--- src/rtl/lsu_port.sv ---
// -----------------------------------------------------------------------------
// lsu_port
//   Core-side initiator of the single-port memory interface. Accepts one RV32
//   load/store request at a time, issues a single word access with a byte-lane
//   bit mask, waits for the memory to complete it, then returns the
//   lane-extracted and sign/zero-extended load data as a one-cycle response.
//   Misaligned accesses, illegal funct3 codes and memory timeouts are returned
//   as error responses.
//
// Ports
//   clk_i, reset_i            clock, synchronous active-high reset
//   req_valid_i/req_ready_o   request handshake (ready only while idle)
//   req_write_i               1 = store, 0 = load
//   req_funct3_i              RV32 funct3 (LB/LH/LW/LBU/LHU, SB/SH/SW)
//   req_address_i             byte address
//   req_wdata_i               store data, low bytes significant
//   rsp_valid_o               one-cycle response strobe
//   rsp_rdata_o               extended load data, 0 for stores and errors
//   rsp_error_o               misaligned / illegal funct3 / timeout
//   memory_ready_i            memory accepts the enable at this edge
//   memory_valid_i            access completed (read data valid)
//   read_memory_data_i        raw read word
//   read_memory_address_o     latched byte address
//   write_memory_data_o       store data shifted onto its byte lane(s)
//   write_memory_address_o    latched byte address
//   write_memory_mask_o       bit mask, 8'hFF per written byte
//   memory_command_o          1 = write, 0 = read
//   memory_enable_o           access request to memory
//
// Every output is either a register or a decode of the state register, so
// there is no combinational path from any input to any output.
// -----------------------------------------------------------------------------
module lsu_port #(
    parameter logic [7:0] TIMEOUT = 8'd255
) (
    input  logic        clk_i,
    input  logic        reset_i,
    input  logic        req_valid_i,
    output logic        req_ready_o,
    input  logic        req_write_i,
    input  logic [2:0]  req_funct3_i,
    input  logic [31:0] req_address_i,
    input  logic [31:0] req_wdata_i,
    output logic        rsp_valid_o,
    output logic [31:0] rsp_rdata_o,
    output logic        rsp_error_o,
    input  logic        memory_ready_i,
    input  logic        memory_valid_i,
    input  logic [31:0] read_memory_data_i,
    output logic [31:0] read_memory_address_o,
    output logic [31:0] write_memory_data_o,
    output logic [31:0] write_memory_address_o,
    output logic [31:0] write_memory_mask_o,
    output logic        memory_command_o,
    output logic        memory_enable_o
);

    typedef enum logic [1:0] {
        S_IDLE,
        S_ISSUE,
        S_WAIT,
        S_RESP
    } state_e;

    state_e      state_q;
    logic        write_q;
    logic [2:0]  funct3_q;
    logic [31:0] addr_q;
    logic [31:0] wdata_q;
    logic [31:0] mask_q;
    logic [31:0] rdata_q;
    logic        error_q;
    logic [7:0]  timer_q;

    logic        req_legal_d;
    logic        req_aligned_d;
    logic [31:0] store_mask_d;
    logic [31:0] store_data_d;
    logic [31:0] load_data_d;
    logic [7:0]  load_byte;
    logic [15:0] load_half;

    // Request decode: legality, alignment and store lane placement. These are
    // only consumed in IDLE, when the request fields are latched.
    always_comb begin
        // NOTE: every signal gets a default before any branch so no path can
        // leave it unassigned; otherwise synthesis infers a latch.
        req_legal_d   = 1'b0;
        req_aligned_d = 1'b1;
        store_mask_d  = '0;
        store_data_d  = '0;

        case (req_funct3_i)
            3'd0, 3'd1, 3'd2: req_legal_d = 1'b1;
            3'd4, 3'd5:       req_legal_d = !req_write_i;  // LBU/LHU have no store form
            default:          req_legal_d = 1'b0;
        endcase

        case (req_funct3_i[1:0])
            2'd1:    req_aligned_d = !req_address_i[0];
            2'd2:    req_aligned_d = (req_address_i[1:0] == 2'b00);
            default: req_aligned_d = 1'b1;
        endcase

        // Loads leave mask and data at zero.
        if (req_write_i) begin
            case (req_funct3_i[1:0])
                2'd0: begin
                    store_mask_d = 32'h0000_00FF << {req_address_i[1:0], 3'b000};
                    store_data_d = {24'h0, req_wdata_i[7:0]} << {req_address_i[1:0], 3'b000};
                end
                2'd1: begin
                    store_mask_d = 32'h0000_FFFF << {req_address_i[1], 4'b0000};
                    store_data_d = {16'h0, req_wdata_i[15:0]} << {req_address_i[1], 4'b0000};
                end
                default: begin
                    store_mask_d = 32'hFFFF_FFFF;
                    store_data_d = req_wdata_i;
                end
            endcase
        end
    end

    // Load lane extraction from the raw word using the latched address.
    assign load_byte = read_memory_data_i[{addr_q[1:0], 3'b000} +: 8];
    assign load_half = read_memory_data_i[{addr_q[1], 4'b0000} +: 16];

    always_comb begin
        load_data_d = '0;
        case (funct3_q)
            3'd0:    load_data_d = {{24{load_byte[7]}}, load_byte};
            3'd1:    load_data_d = {{16{load_half[15]}}, load_half};
            3'd2:    load_data_d = read_memory_data_i;
            3'd4:    load_data_d = {24'h0, load_byte};
            3'd5:    load_data_d = {16'h0, load_half};
            default: load_data_d = '0;
        endcase
    end

    // Single FSM holding all state; reset aborts any access in flight without
    // producing a response.
    always_ff @(posedge clk_i) begin
        // NOTE: sequential state uses non-blocking assignments so every
        // register samples pre-edge values regardless of statement order.
        if (reset_i) begin
            state_q  <= S_IDLE;
            write_q  <= 1'b0;
            funct3_q <= '0;
            addr_q   <= '0;
            wdata_q  <= '0;
            mask_q   <= '0;
            rdata_q  <= '0;
            error_q  <= 1'b0;
            timer_q  <= '0;
        end else begin
            case (state_q)
                S_IDLE: begin
                    if (req_valid_i) begin
                        write_q  <= req_write_i;
                        funct3_q <= req_funct3_i;
                        addr_q   <= req_address_i;
                        wdata_q  <= store_data_d;
                        mask_q   <= store_mask_d;
                        rdata_q  <= '0;
                        timer_q  <= '0;
                        if (req_legal_d && req_aligned_d) begin
                            error_q <= 1'b0;
                            state_q <= S_ISSUE;
                        end else begin
                            // Rejected without touching memory.
                            error_q <= 1'b1;
                            state_q <= S_RESP;
                        end
                    end
                end
                S_ISSUE: begin
                    // Enable is held until the memory accepts it, exactly once.
                    if (memory_ready_i) begin
                        timer_q <= '0;
                        state_q <= S_WAIT;
                    end
                end
                S_WAIT: begin
                    // Completion wins over a timeout expiring at the same edge.
                    if (memory_valid_i) begin
                        rdata_q <= write_q ? 32'h0 : load_data_d;
                        state_q <= S_RESP;
                    end else if (timer_q == TIMEOUT - 8'd1) begin
                        error_q <= 1'b1;
                        state_q <= S_RESP;
                    end else begin
                        timer_q <= timer_q + 8'd1;
                    end
                end
                S_RESP: begin
                    state_q <= S_IDLE;
                end
                default: begin
                    state_q <= S_IDLE;
                end
            endcase
        end
    end

    assign req_ready_o            = (state_q == S_IDLE);
    assign memory_enable_o        = (state_q == S_ISSUE);
    assign rsp_valid_o            = (state_q == S_RESP);
    assign rsp_rdata_o            = rdata_q;
    assign rsp_error_o            = error_q;
    assign memory_command_o       = write_q;
    assign read_memory_address_o  = addr_q;
    assign write_memory_address_o = addr_q;
    assign write_memory_data_o    = wdata_q;
    assign write_memory_mask_o    = mask_q;

endmodule

--- config.mk ---
export PLATFORM = sky130hd
export DESIGN_NAME = lsu_port
export DESIGN_NICKNAME = d
export VERILOG_FILES = /design/src/rtl/lsu_port.sv
export SDC_FILE = /design/constraint.sdc
export NUM_CORES = 1
export LEC_CHECK = 0
export BUFFER_PORTS_ARGS = -buffer_cell sky130_fd_sc_hd__buf_2
export CAP_MARGIN = 20
export CELL_PAD_IN_SITES_DETAIL_PLACEMENT = 0
export CELL_PAD_IN_SITES_GLOBAL_PLACEMENT = 1
export CORE_UTILIZATION = 35
export CTS_CLUSTER_SIZE = 30
export DETAILED_ROUTE_END_ITERATION = 10
export PLACE_DENSITY_LB_ADDON = 0.1
export RECOVER_POWER = 25
export SYNTH_ARGS = -nofsm -noshare
export SYNTH_HDL_FRONTEND = slang
export SYNTH_SLANG_ARGS = --single-unit
--- constraint.sdc ---
create_clock -name clk_i -period 2.9 [get_ports clk_i]
set_clock_uncertainty 0.1 [all_clocks]
set_input_delay 0.29 -clock clk_i [delete_from_list [all_inputs] [get_ports clk_i]]
set_output_delay 0.29 -clock clk_i [all_outputs]
set_load 0.01 [all_outputs]
==> impl_metrics.toml, run 1 <==
[timing]
max_freq_ghz = 0.440
tns_ps = 0
fin_crit_sh_pct = 78.5
hold_viol = 0
setup_viol = 0
worstMarginPinSlew_ps = 905
timing.final.max_slew_violations = 0
hold_slack_ps = 14.5
fin_crit_ps = 2280
relSlewSlack_pct = 39.4
rsz0062_at_grt = "false"

[logic_synthesis]
ys_ff_latch = 115
synth_sequential_area_ratio_pct = 41.5
netlist_area_um2 = 5550
syn_area_per_cell_um2 = 8.47
syn_inst = 655
ys_warn_count = 0
synth-main-ff-cell = "dfxtp_1"
synth_edf_count = 0
synthArstFlopShare_pct = 0
synthDistinctLibCells = 51
syn_nets = 769

[placement]
place_area_um2 = 6560
gp_congestion = 0.823
hpwlAfterDp_mm = 12.6
portBuffers = 269

[grt]
grt_pass1_wl_mm = 27.1
grt_max_degree = 51
antenna_found_initial = 2
grt_overflow = 0
track_usage_pct = 21.4
grt_pass1_vias = 5165

[clock_network]
cts_root_buf = "clkbuf_16"
h-tree-depth = 4
clk_pin_slew_ps = 60
cts_tree = "built"
numCtsBuffers = 17
cts_sinks = 115
ctsLongestPathBuffers = 2
clk_latency_ps = 410

[route]
drt_iter0_markers = 259
vias = 5430
drt_wl_total_mm = 17.3
drcViolationCount = 0
antenna_left = 0
wl_met1_mm = 7.67
wl_met2_mm = 8.02
wl_per_cell_um = 16.0
met3WireLength_mm = 1.31
viasPerCell = 5.01
top_layer_used = "met4"
first_pass_iters = 5

[die]
coreArea_um2 = 15300
die_area_um2 = 16400
die_h_um = 128
placementRows = 45
die_x_um = 128
pin_count = 270
start_util_pct = 36.2

[pwr]
p_sw_mw = 2.08
vdd_ir_drop_max_uv = 427
power_density_nw_per_um2 = 817
p_total_mw = 5.91
p_seq_share_pct = 32.8
clockPowerShare_pct = 37.0
p_leak_nw = 3.11
p_int_mw = 3.83
combPwrFrac_pct = 30.2
p_sw_share_pct = 35.1

[setup_path]
crit_arrival_ps = 2500
critPathMaxFanout = 16
critPathLaunchType = "register"
cp-end-kind = "register"
r2r_slack_ps = 620
cp.required_ps = 3130
critPathKind = "register to register"

[job]
maxCapViolCount = 0

[finish]
layout-drive-gt1-share_pct = 29.4
nNetsFinal = 972
area_delta_synth_final_pct = 30.4
final_cell_area_um2 = 7230

[min_path]
min_path_type = "input pin to register"

[run_status]
status = "finished, final reports clean"
-- registers in the layout, summed over array words and instances, names as in the netlist --
signal	count
timer_q	8
write_memory_data_o	32
read_memory_address_o	32
memory_command_o	1
rsp_error_o	1
state_q	2
write_memory_mask_o	4
rsp_rdata_o	32
funct3_q	3
-- cells in the mapped netlist, types with 3 or more instances --
library cell,number,area share [%]
dfxtp_1,115,42
a22oi_1,33,4.5
nand2_1,115,7.8
nor3_1,5,0.45
nand2b_1,16,1.8
inv_1,8,0.54
and2b_1,3,0.41
a21oi_1,67,6.0
a221oi_1,8,1.3
buf_1,11,0.74
a222oi_1,8,1.4
nand3_1,10,0.90
mux2i_1,5,0.90
nand4_1,3,0.34
o21ai_0,25,2.3
ha_1,9,2.0
clkbuf_1,18,1.2
buf_4,60,8.1
nor2_1,32,2.2
and3_1,3,0.34
o31ai_1,3,0.41
a2bb2oi_1,8,1.3
o2bb2ai_1,32,5.1
or3_1,5,0.56
buf_2,15,1.4
-- cell type report --
| type | count | area, um2 |
|---|---|---|
| sequential | 115 | 2300 |
| clock buffer | 18 | 439 |
| fill | 1593 | 8090 |
| inverter | 8 | 30.0 |
| antenna | 2 | 5.00 |
| clock inverter | 14 | 179 |
| multi-input combinational | 426 | 2560 |
| timing repair buffer | 290 | 1450 |
| tap | 211 | 264 |
-- through the flow --
stage          setup WS, ps  cells  util [%]
3_3_place_gp            428   1036      42.8
2_1_floorplan          1010    655         -
4_1_cts                 554   1082      47.7
3_5_place_dp            611   1037      42.9
6_report                625   1084      47.2
5_1_grt                 377   1083      47.2
-- routing by layer --
layer | up-vias | track usage, %
li1 | 2681 | -
met1 | 2512 | 26.7
met2 | 216 | 34.0
met3 | 21 | 6.93
met4 | 0 | 8.51
met5 | - | 0
-- cell usage in the layout, fill, tap and decap left out, types with 17 or more instances in the layout --
cell and instances:
clkbuf_16 17, dfxtp_1 115, nor2_1 31, clkbuf_1 70
buf_2 199, a22oi_1 33, o2bb2ai_1 32, nand2_1 114
a21oi_1 67, o21ai_0 25
-- power by group through the flow --
stage / sequential [mW] / clock (mW) / combinational, mW
floorplan: 2.01 / 0 / 1.29
global placement: 1.96 / 0 / 1.79
detailed placement: 1.97 / 0 / 1.81
CTS: 1.94 / 2.23 / 1.83
global route: 1.97 / 2.31 / 1.98
finish: 1.94 / 2.19 / 1.78
-- final timing paths --
kind | startpoint | endpoint | cells after the start
setup / recovery | state_q[0] | rsp_rdata_o[29] | 6
hold reg to reg | write_memory_data_o[11] | write_memory_data_o[11] | 2
hold / removal | req_address_i[29] | read_memory_address_o[29] | 3
setup reg to reg | state_q[0] | rsp_rdata_o[29] | 6
-- cell families (layout without fill, tap and decap cells) --
family	Yosys count	count (layout)	share of synthesized area (%)
multiplexers	7	7	1.40
flip-flops	115	115	41.5
other	0	2	0
buffers and inverters	114	330	12.4
adder cells (fa/ha/maj)	9	9	2.03
AO/OA/AOI/OAI	202	202	25.6
AND/OR/NAND/NOR	208	208	17.1
-- what timing repair did --
item	in CTS	in global routing
hold endpoints to repair	13	0
hold buffers	13	0
gates resized for setup	0	0
setup buffers	0	0
endpoints found under the setup margin	0	0
-- critical path, cell delays in order (launching register included) --
cell and delay (ps):
dfxtp_1 350, inv_1 80, ha_1 310, and2b_1 240
nor2_1 240, nand3b_1 530, o2bb2ai_1 330
Note: power is estimated with default switching activity, not from simulation.
==> run 2, diff against run 1 <==
- CORE_UTILIZATION: 35 -> 30
- clock period: 2.9 -> 1.84 ns (I/O delays scaled with it)
==> run 2 against run 1 <==
Clock-buffer cell count increased by 1. Clock power increased by 48%. Critical endpoint is now timer_q[3]. Non-clock buffer count increased by 101. Die area rose by 16%. Final cell count rose by 11%. Register-to-register slack worse by 550 ps.
==> impl_metrics.toml, run 2 (same netlist as run 1, synthesis figures left out) <==
[run_status]
status = "finished, final reports clean"

[clock_network]
clk_pin_slew_ps = 50
cts_root_buf = "clkbuf_16"
cts_tree = "built"
cts_sinks = 115
numCtsBuffers = 17
clk_latency_ps = 410
cts_setup_buffers = 0
ctsLongestPathBuffers = 2
h-tree-depth = 4

[pwr]
clockPowerShare_pct = 33.0
p_seq_share_pct = 31.0
power_density_nw_per_um2 = 1170
p_sw_share_pct = 35.0
vdd_ir_drop_max_uv = 626
p_int_mw = 6.37
p_total_mw = 9.80
p_leak_nw = 3.57
combPwrFrac_pct = 35.9
p_sw_mw = 3.43

[setup_path]
critPathKind = "register to register"
cp-startpoint = "state_q[1]"
cp-end-kind = "register"
critPathLaunchType = "register"
r2r_start = "state_q[1]"
cp.required_ps = 2080
critPathMaxFanout = 5
crit_arrival_ps = 2010

[min_path]
min_from = "read_memory_data_i[5]"
min_path_type = "input pin to register"

[route]
drt_iter0_markers = 279
vias = 5868
drt_wl_total_mm = 18.9
antenna_left = 0
wl_per_cell_um = 15.8
first_pass_iters = 5
viasPerCell = 4.88
drcViolationCount = 0

[timing]
relSlewSlack_pct = 70.5
fin_crit_sh_pct = 95.7
worstMarginPinSlew_ps = 442
timing.final.max_slew_violations = 0
fin_crit_ps = 1760
setup_viol = 0
max_freq_ghz = 0.568
hold_viol = 0

[placement]
hpwlAfterDp_mm = 13.2
gp_congestion = 0.821
place_area_um2 = 6830
portBuffers = 269

[die]
start_util_pct = 30.8
die_area_um2 = 19000
coreArea_um2 = 18000
die_x_um = 138
pin_count = 270
die_h_um = 138
placementRows = 49

[job]
maxCapViolCount = 0

[finish]
nNetsFinal = 1073
layout_common_cells = "202 x buf_2, 114 x nand2_1, 113 x dfxtp_1"
final_common_cell = "buf_2"
layout-drive-gt1-share_pct = 30.5
final_cell_area_um2 = 8350
area_delta_synth_final_pct = 50.5

[grt]
grt_max_degree = 66
antenna_found_initial = 1
grt_pass1_wl_mm = 27.9
grt_overflow = 0
track_usage_pct = 19.2
grt_pass1_vias = 5459
run 2: cell types whose count changed in the layout (fill, tap and decap cells not counted), sizes merged:
cell / delta
dlygate4sd3: +76
buf: +26
clkinvlp: +3
inv: -2
bufinv: -1
clkinv: -1
diode: -1
run 2: worst paths after layout:
kind	cells after the start	slack, ps	to
worst max register to register	6	80	timer_q[3]
worst max-delay path	6	80	timer_q[3]
worst min register to register	2	350	write_memory_data_o[19]
worst min-delay path	3	20	rsp_rdata_o[5]
run 2: repair_timing:
action / CTS / global route
gates cloned: 0 / 2
endpoints found under the hold margin: 87 / 0
gates resized for setup: 3 / 20
pin swaps: 0 / 0
setup endpoints to repair: 45 / 64
hold buffers: 89 / 0
run 2: stage by stage:
step           hold slack (ps)  TNS [ps]  worst slack (ps)  util, %  instances
3_3_place_gp               326         0              14.5     37.9       1078
6_report                  22.1         0              78.5     46.3       1202
2_1_floorplan              220         0              1.69        -        655
4_1_cts                   1.55         0              15.6     46.1       1199
3_5_place_dp               330      -778             -47.6     37.9       1078
5_1_grt                   15.6     -14.3             -5.20     46.3       1201
run 2: per-layer routing:
metal	GRT usage, %	up-vias	part of all wire (%)
li1	-	2881	-
met1	23.4	2735	43
met2	31.9	235	49
met3	5.15	17	6.6
met4	7.37	0	1.3
met5	0	-	0
run 2: area by class of cell:
class,instances,area (um2)
Fill cell,1855,9680
Clock inverter,13,135
Inverter,8,30.0
Clock buffer,19,443
Timing Repair Buffer,391,2480
Antenna cell,1,2.50
Multi-Input combinational cell,426,2660
Sequential cell,115,2300
Tap cell,229,287
run 2: worst max-delay path, stage by stage (launching register included):
cell	delay, ps
dfxtp_2	340
inv_1	110
ha_2	230
o21ba_4	160
o211ai_4	100
or4_1	510
a21oi_1	150
run 2: power groups by stage:
stage                     registers, mW  logic [mW]  clock network, mW
final                              3.04        3.52               3.24
after global routing               3.09        3.87               3.45
after CTS                          3.03        3.36               3.32
after detailed placement           3.08        3.19                  0
after global placement             3.07        3.17                  0
after floorplan                    3.17        2.08                  0
